--- src/rtl/button_arbiter.sv ---
// Arbitrates the shared button_pressed resource between a local player and an
// asynchronous remote player: round-robin on ties, frame-bounded hold, cooldown.
module button_arbiter #(
  parameter int HOLD_FRAMES = 30,
  parameter int COOL_FRAMES = 8
) (
  input  logic       clk,
  input  logic       rst,
  input  logic       v_tick,
  input  logic       enable,
  input  logic       req1,
  input  logic [1:0] sel1,
  input  logic       req2_async,
  input  logic [1:0] sel2,
  output logic [1:0] button_pressed,
  output logic [1:0] grant,
  output logic       busy,
  output logic       last_winner
);

  localparam int MAX_FRAMES = (HOLD_FRAMES > COOL_FRAMES) ? HOLD_FRAMES : COOL_FRAMES;
  localparam int CW         = $clog2(MAX_FRAMES + 1);

  typedef enum logic [1:0] {IDLE, GRANT1, GRANT2, COOLDOWN} state_t;

  state_t        state, state_nx;
  logic [CW-1:0] cnt, cnt_nx, cnt_inc;
  logic [1:0]    button_nx, grant_nx;
  logic          last_winner_nx;
  logic          req2_meta, req2_s, v_tick_d;
  logic          frame_tick, v1, v2, own_v;

  // NOTE: sequential state is assigned with <= so every flop samples pre-edge values.
  always_ff @(posedge clk or posedge rst) begin
    if (rst) begin
      req2_meta <= 1'b0;
      req2_s    <= 1'b0;
      v_tick_d  <= 1'b0;
    end else begin
      req2_meta <= req2_async;
      req2_s    <= req2_meta;
      v_tick_d  <= v_tick;
    end
  end

  assign frame_tick = v_tick & ~v_tick_d;
  assign v1         = req1 & (sel1 != 2'b00);
  assign v2         = req2_s & (sel2 != 2'b00);
  assign own_v      = (state == GRANT1) ? v1 : v2;
  assign cnt_inc    = (&cnt) ? cnt : cnt + 1'b1;

  // NOTE: every variable gets a default first so no path can infer a latch.
  always_comb begin
    state_nx       = state;
    cnt_nx         = cnt;
    button_nx      = button_pressed;
    grant_nx       = grant;
    last_winner_nx = last_winner;
    if (!enable) begin
      state_nx  = IDLE;
      cnt_nx    = '0;
      button_nx = 2'b00;
      grant_nx  = 2'b00;
    end else begin
      case (state)
        IDLE: begin
          if (v1 && (!v2 || last_winner)) begin
            state_nx       = GRANT1;
            button_nx      = sel1;
            grant_nx       = 2'b01;
            last_winner_nx = 1'b0;
            cnt_nx         = '0;
          end else if (v2) begin
            state_nx       = GRANT2;
            button_nx      = sel2;
            grant_nx       = 2'b10;
            last_winner_nx = 1'b1;
            cnt_nx         = '0;
          end
        end
        GRANT1, GRANT2: begin
          // A release in the same cycle as a frame tick discards the increment.
          if (!own_v || (frame_tick && (cnt_inc >= CW'(HOLD_FRAMES)))) begin
            state_nx  = COOLDOWN;
            button_nx = 2'b00;
            grant_nx  = 2'b00;
            cnt_nx    = '0;
          end else if (frame_tick) begin
            cnt_nx = cnt_inc;
          end
        end
        COOLDOWN: begin
          if (frame_tick) begin
            if (cnt_inc >= CW'(COOL_FRAMES)) begin
              state_nx = IDLE;
              cnt_nx   = '0;
            end else begin
              cnt_nx = cnt_inc;
            end
          end
        end
        default: begin
          state_nx  = IDLE;
          cnt_nx    = '0;
          button_nx = 2'b00;
          grant_nx  = 2'b00;
        end
      endcase
    end
  end

  always_ff @(posedge clk or posedge rst) begin
    if (rst) begin
      state          <= IDLE;
      cnt            <= '0;
      button_pressed <= 2'b00;
      grant          <= 2'b00;
      busy           <= 1'b0;
      last_winner    <= 1'b1;
    end else begin
      state          <= state_nx;
      cnt            <= cnt_nx;
      button_pressed <= button_nx;
      grant          <= grant_nx;
      busy           <= (state_nx != IDLE);
      last_winner    <= last_winner_nx;
    end
  end

endmodule

--- config.mk ---
export PLATFORM = sky130hd
export DESIGN_NAME = button_arbiter
export DESIGN_NICKNAME = d
export VERILOG_FILES = /design/src/rtl/button_arbiter.sv
export SDC_FILE = /design/constraint.sdc
export NUM_CORES = 1
export LEC_CHECK = 0
export CORE_MARGIN = 1
export CORE_UTILIZATION = 52
export CTS_CLUSTER_SIZE = 8
export DETAILED_ROUTE_END_ITERATION = 8
export GPL_TIMING_DRIVEN = 0
export PLACE_DENSITY = 0.9
export SYNTH_ARGS = -nofsm -noshare
export SYNTH_HDL_FRONTEND = slang
export SYNTH_SLANG_ARGS = --single-unit
--- constraint.sdc ---
create_clock -name clk -period 2.25 [get_ports clk]
set_clock_uncertainty 0.05 [all_clocks]
set_input_delay 0.45 -clock clk [delete_from_list [all_inputs] [get_ports clk]]
set_output_delay 0.45 -clock clk [all_outputs]
set_load 0.02 [all_outputs]
After elaboration in Yosys (flattened, before gate mapping). Cells that the tools add are included.

Logic and storage cells: 68. Bits in registers: 16.

Mux-type cells: 28. Add/sub/neg operators: 1. Magnitude comparators: 2. Reductions and logical operators: 16. Bitwise operators: 4. Equal/unequal tests: 8.

Operators with widths (number): 5-bit two-way mux (8); 2-bit two-way mux (13); 5-bit case mux with 3 select lines (1); 3-bit AND reduction (3); 4-bit inequality test, second input constant (2); 2-bit case mux with 2 select lines (2); 2-bit nonzero test (4); 3-bit inequality test, second input constant (2); 2-bit case mux with 3 select lines (1); 5-bit by 1-bit adder with 5-bit output, second input constant (1); 5-bit by 4-bit greater-or-equal comparator with 1-bit output, second input constant (1); 5-bit greater-or-equal comparator, second input constant (1); 5-bit AND reduction (1); 2-bit equality test, second input constant (2); 1-bit AND (3); 1-bit two-way mux (3); 3-bit by 1-bit inequality test with 1-bit output, second input constant (1); 2-bit by 1-bit equality test with 1-bit output, second input constant (1); 1-bit logical AND (2); 1-bit zero test (2); 2-bit zero test (1); 1-bit logical OR (2); 2-bit OR reduction (1); 1-bit inverter (1).

Depth between registers and ports, before layout.
Word-level depth: 9. Mapped depth: 8. Mapped depth without buffers: 7.

Worst setup path after synthesis. Ideal clock, no wire load.

Path type: reg-to-reg. Start point: reg cnt[0]. End point: reg cnt[0]. Required time: 2135 ps. Cell stages (with the launch flop): 9. Arrival: 1929 ps. Setup slack: 206 ps. Cells stage by stage: dfrtp_1 -> ha_1 -> buf_4 -> nand4_1 -> mux2i_1 -> o311ai_2 -> o32a_1 -> nor3b_2 -> mux2_2.

Word-level cells in the longest chain between the ends: 8.

Ends and longest elaborated chain: from (decl) (RTL line 27) `logic [CW-1:0] cnt, cnt_nx, cnt_inc;`; from (signal assigned) (RTL line 122) `cnt <= cnt_nx;`; 5-bit by 1-bit adder with 5-bit output or 5-bit AND reduction (tied branches) (RTL line 50) `assign cnt_inc = (&cnt) ? cnt : cnt + 1'b1;`; 5-bit two-way mux * (RTL line 50); 5-bit greater-or-equal comparator (RTL line 83) `if (!own_v || (frame_tick && (cnt_inc >= CW'(HOLD_FRAMES)))) begin`; 1-bit logical AND (RTL line 83); 1-bit logical OR (RTL line 83); 5-bit two-way mux (RTL line 83); 5-bit case mux with 3 select lines (RTL line 65) `case (state)`; 5-bit two-way mux (RTL line 59) `if (!enable) begin`.

Mark *: on every way between the ends. The rest lies on a longest branch, timed or not. The select of a mux whose other input is x is not followed. A chain may end at the register's enable or synchronous reset.

Worst setup path in the final report.
Start point: reg cnt[1]. End point: reg cnt[0].

The elaborated chain is that of the path after synthesis.

==> results.sh <==
export IMPL_layout_setup_ws_ps=86.7
export IMPL_p_per_area_nw_per_um2=939
export IMPL_netlist_instances=103
export IMPL_grt_pass1_wl_um=3350
export IMPL_die_w_um=45.7
export IMPL_cts_root_buf="clkbuf_4"
export IMPL_fin_nets=141
export IMPL_min_period_ps=2160
export IMPL_synth_area_leaders="dfrtp_1 38%, ha_1 5.0%, mux2i_1 4.0%, nand2_1 3.8%, a21oi_1 3.0%"
export IMPL_clock_path_buffers=2
export IMPL_holdPathStages=0
export IMPL_wire_per_inst_um=14.7
export IMPL_via_per_inst=5.99
export IMPL_postRouteAntennaNets=0
export IMPL_synth_edf_count=0
export IMPL_synth_fp_nets=117
export IMPL_worstPathCellList="ha_4, nand4_1, mux2i_2, o311ai_2, o32a_1, nor3b_2, mux2_2"
export IMPL_critical_path_class="reg -> reg"
export IMPL_max_stage_delay_ps=460
export IMPL_area_growth_synth_to_final_pct=29.1
export IMPL_crit_required_ps=2430
export IMPL_end_kind="register"
export IMPL_gr_usage_all_layers_pct=23.1
export IMPL_setup_tns_ps=0
export IMPL_htree_levels=1
export IMPL_netlist_area_um2=992
export IMPL_cts_tree="yes"
export IMPL_placementRows=15
export IMPL_synth_top_cell_area_share_pct=37.8
export IMPL_crit_buf_inv=0
export IMPL_holdBufCountCts=0
export IMPL_worst_hold_path_type="reg -> reg"
export IMPL_n_antenna_cell=0
export IMPL_drcViolationCount=0
export IMPL_dp_slack_ps=-336
export IMPL_antenna_found_initial=0
export IMPL_ys_seq_elements=16
export IMPL_synth_cell_types=42
export IMPL_die_area_um2=2090
export IMPL_critPathArrivalTime_ps=2350
export IMPL_peakVddDrop_mv=0.606
export IMPL_clock_latency_ps=290
export IMPL_crit_slowest_cell="dfrtp_2"
export IMPL_synth_seq_area_share_pct=40.5
export IMPL_grt_max_degree=17
export IMPL_dieHeight_um=45.7
export IMPL_num_vias=904
export IMPL_finalMaxSlewViolations=0
export IMPL_dp_final_hpwl_um=1450
export IMPL_finalSetupViolCount=0
export IMPL_synthArstFlopShare_pct=100
export IMPL_layout_commonest_cell="clkdlybuf4s50_1"
export IMPL_worst_slew_pin_slew_ps=590
export IMPL_worst_path_max_fanout=8
export IMPL_yosys_area_top_type="dfrtp_1"
export IMPL_path_delay_family="compound AO/OA/AOI/OAI gates"
export IMPL_relSlewSlack_pct=60.7
export IMPL_cellLeakagePower_nw=0.535
export IMPL_r2r_start="cnt[1]"
export IMPL_fmax_mhz=462
export IMPL_dp_cells=143
export IMPL_core_area_um2=1760
export IMPL_min_from="req2_meta"
export IMPL_cts_buffers=3
export IMPL_grt_pass1_vias=799
export IMPL_worst_path_stages=7
export IMPL_cap_violations=0
export IMPL_synthFlopType="dfrtp_1"
export IMPL_dr_pass1_iters=4
export IMPL_rrSetupSlack_ps=90
export IMPL_avgSynthCellArea_um2=9.63
export IMPL_ioPinCount=16
export IMPL_wl_um=2230
export IMPL_hold_viol=0
export IMPL_drive_gt1_share_pct=25.4
export IMPL_start_util_pct=56.2
export IMPL_gp_congestion=0.857
export IMPL_r2r_end="cnt[0]"
export IMPL_final_cell_mix="15 x clkdlybuf4s50_1, 14 x dfrtp_1, 10 x nand2_1"
export IMPL_grt_overflow_total=0
export IMPL_min_to="req2_s"
export IMPL_rr_worst_depth=7
export IMPL_yosysWarnings=0
export IMPL_rsz0062_at_grt="false"
export IMPL_drt_iter0_drc=46
export IMPL_final_cells=151
export IMPL_status="complete, no violations"
export IMPL_fin_crit_sh_pct=96.1
export IMPL_cts_sinks=16
export IMPL_clkTransAtPathRegs_ps=100
export IMPL_portBuffers=15
export IMPL_worstSetupStartpointType="register"
==> state kept, by name, indices dropped and copies added (netlist names), 2 cells and up <==
signal and flops:
cnt 5, button_pressed 2, grant 2, state 2
==> metal layers <==
| layer | vias to the layer above | wire, um | GRT usage, % | share of wire [%] |
|---|---|---|---|---|
| met5 | - | 0 | 0 | 0 |
| met4 | 0 | 33 | 10.9 | 1.5 |
| met3 | 6 | 180 | 7.54 | 8.1 |
| met2 | 41 | 1040 | 33.7 | 47 |
| met1 | 433 | 971 | 30.6 | 44 |
| li1 | 424 | - | - | - |
==> cells by family after synthesis <==
logic type,share of synthesized area (%)
AO/OA/AOI/OAI,24.6
adder cells (fa/ha/maj),5.04
buffers and inverters,4.16
flip-flops,40.5
multiplexers,6.31
AND/OR/NAND/NOR,19.4
==> layout make-up <==
| type | count | area (um2) |
|---|---|---|
| Tap cell | 25 | 31.3 |
| Buffer | 3 | 18.8 |
| Inverter | 4 | 15.0 |
| Multi-Input combinational cell | 79 | 589 |
| Clock buffer | 4 | 36.3 |
| Timing Repair Buffer | 20 | 188 |
| Sequential cell | 16 | 403 |
| Fill cell | 136 | 483 |
==> where the power goes <==
part	internal, mW	switching (mW)
registers	0.351	0.0453
logic	0.264	0.347
clock network	0.0986	0.0966
==> stage by stage <==
stage               area, um2  util (%)  power, mW  hold WS, ps
floorplan                 992         -      0.776          281
global placement         1170      66.5      0.926          283
detailed placement       1170      66.5      0.943          300
CTS                      1220      69.0       1.14          315
global route             1280      72.6       1.28          316
finish                   1280      72.6       1.20          308
==> timing repair <==
action                                 in CTS  in global routing
gates resized for setup                     2                  8
pin swaps                                   0                  6
setup endpoints to repair                   1                  7
endpoints found under the hold margin       0                  0
buffers inserted                            0                  5
==> Yosys cell counts (2+ instances only) <==
library cell	n
o21ai_0	6
or2_1	2
a21oi_1	6
a31o_2	2
nand3_1	3
nor2_1	7
inv_1	4
o21ai_1	2
o211ai_1	2
nand2_1	10
a31oi_1	2
mux2_2	2
dfrtp_1	15
o31ai_1	2
ha_1	4
clkbuf_1	2
or2_2	2
mux2i_1	4
nand2b_1	3
==> worst max path at each step <==
stage / start / endpoint / slack, ps
final: cnt[1] / cnt[0] / 90
after detailed placement: sel1[1] / cnt[0] / -340
after global routing: cnt[1] / cnt[1] / 3
after CTS: cnt[0] / cnt[0] / 2
after floorplan: cnt[0] / cnt[0] / 210
after global placement: sel2[1] / cnt[0] / -280
Note: power is estimated with default switching activity, not from simulation.
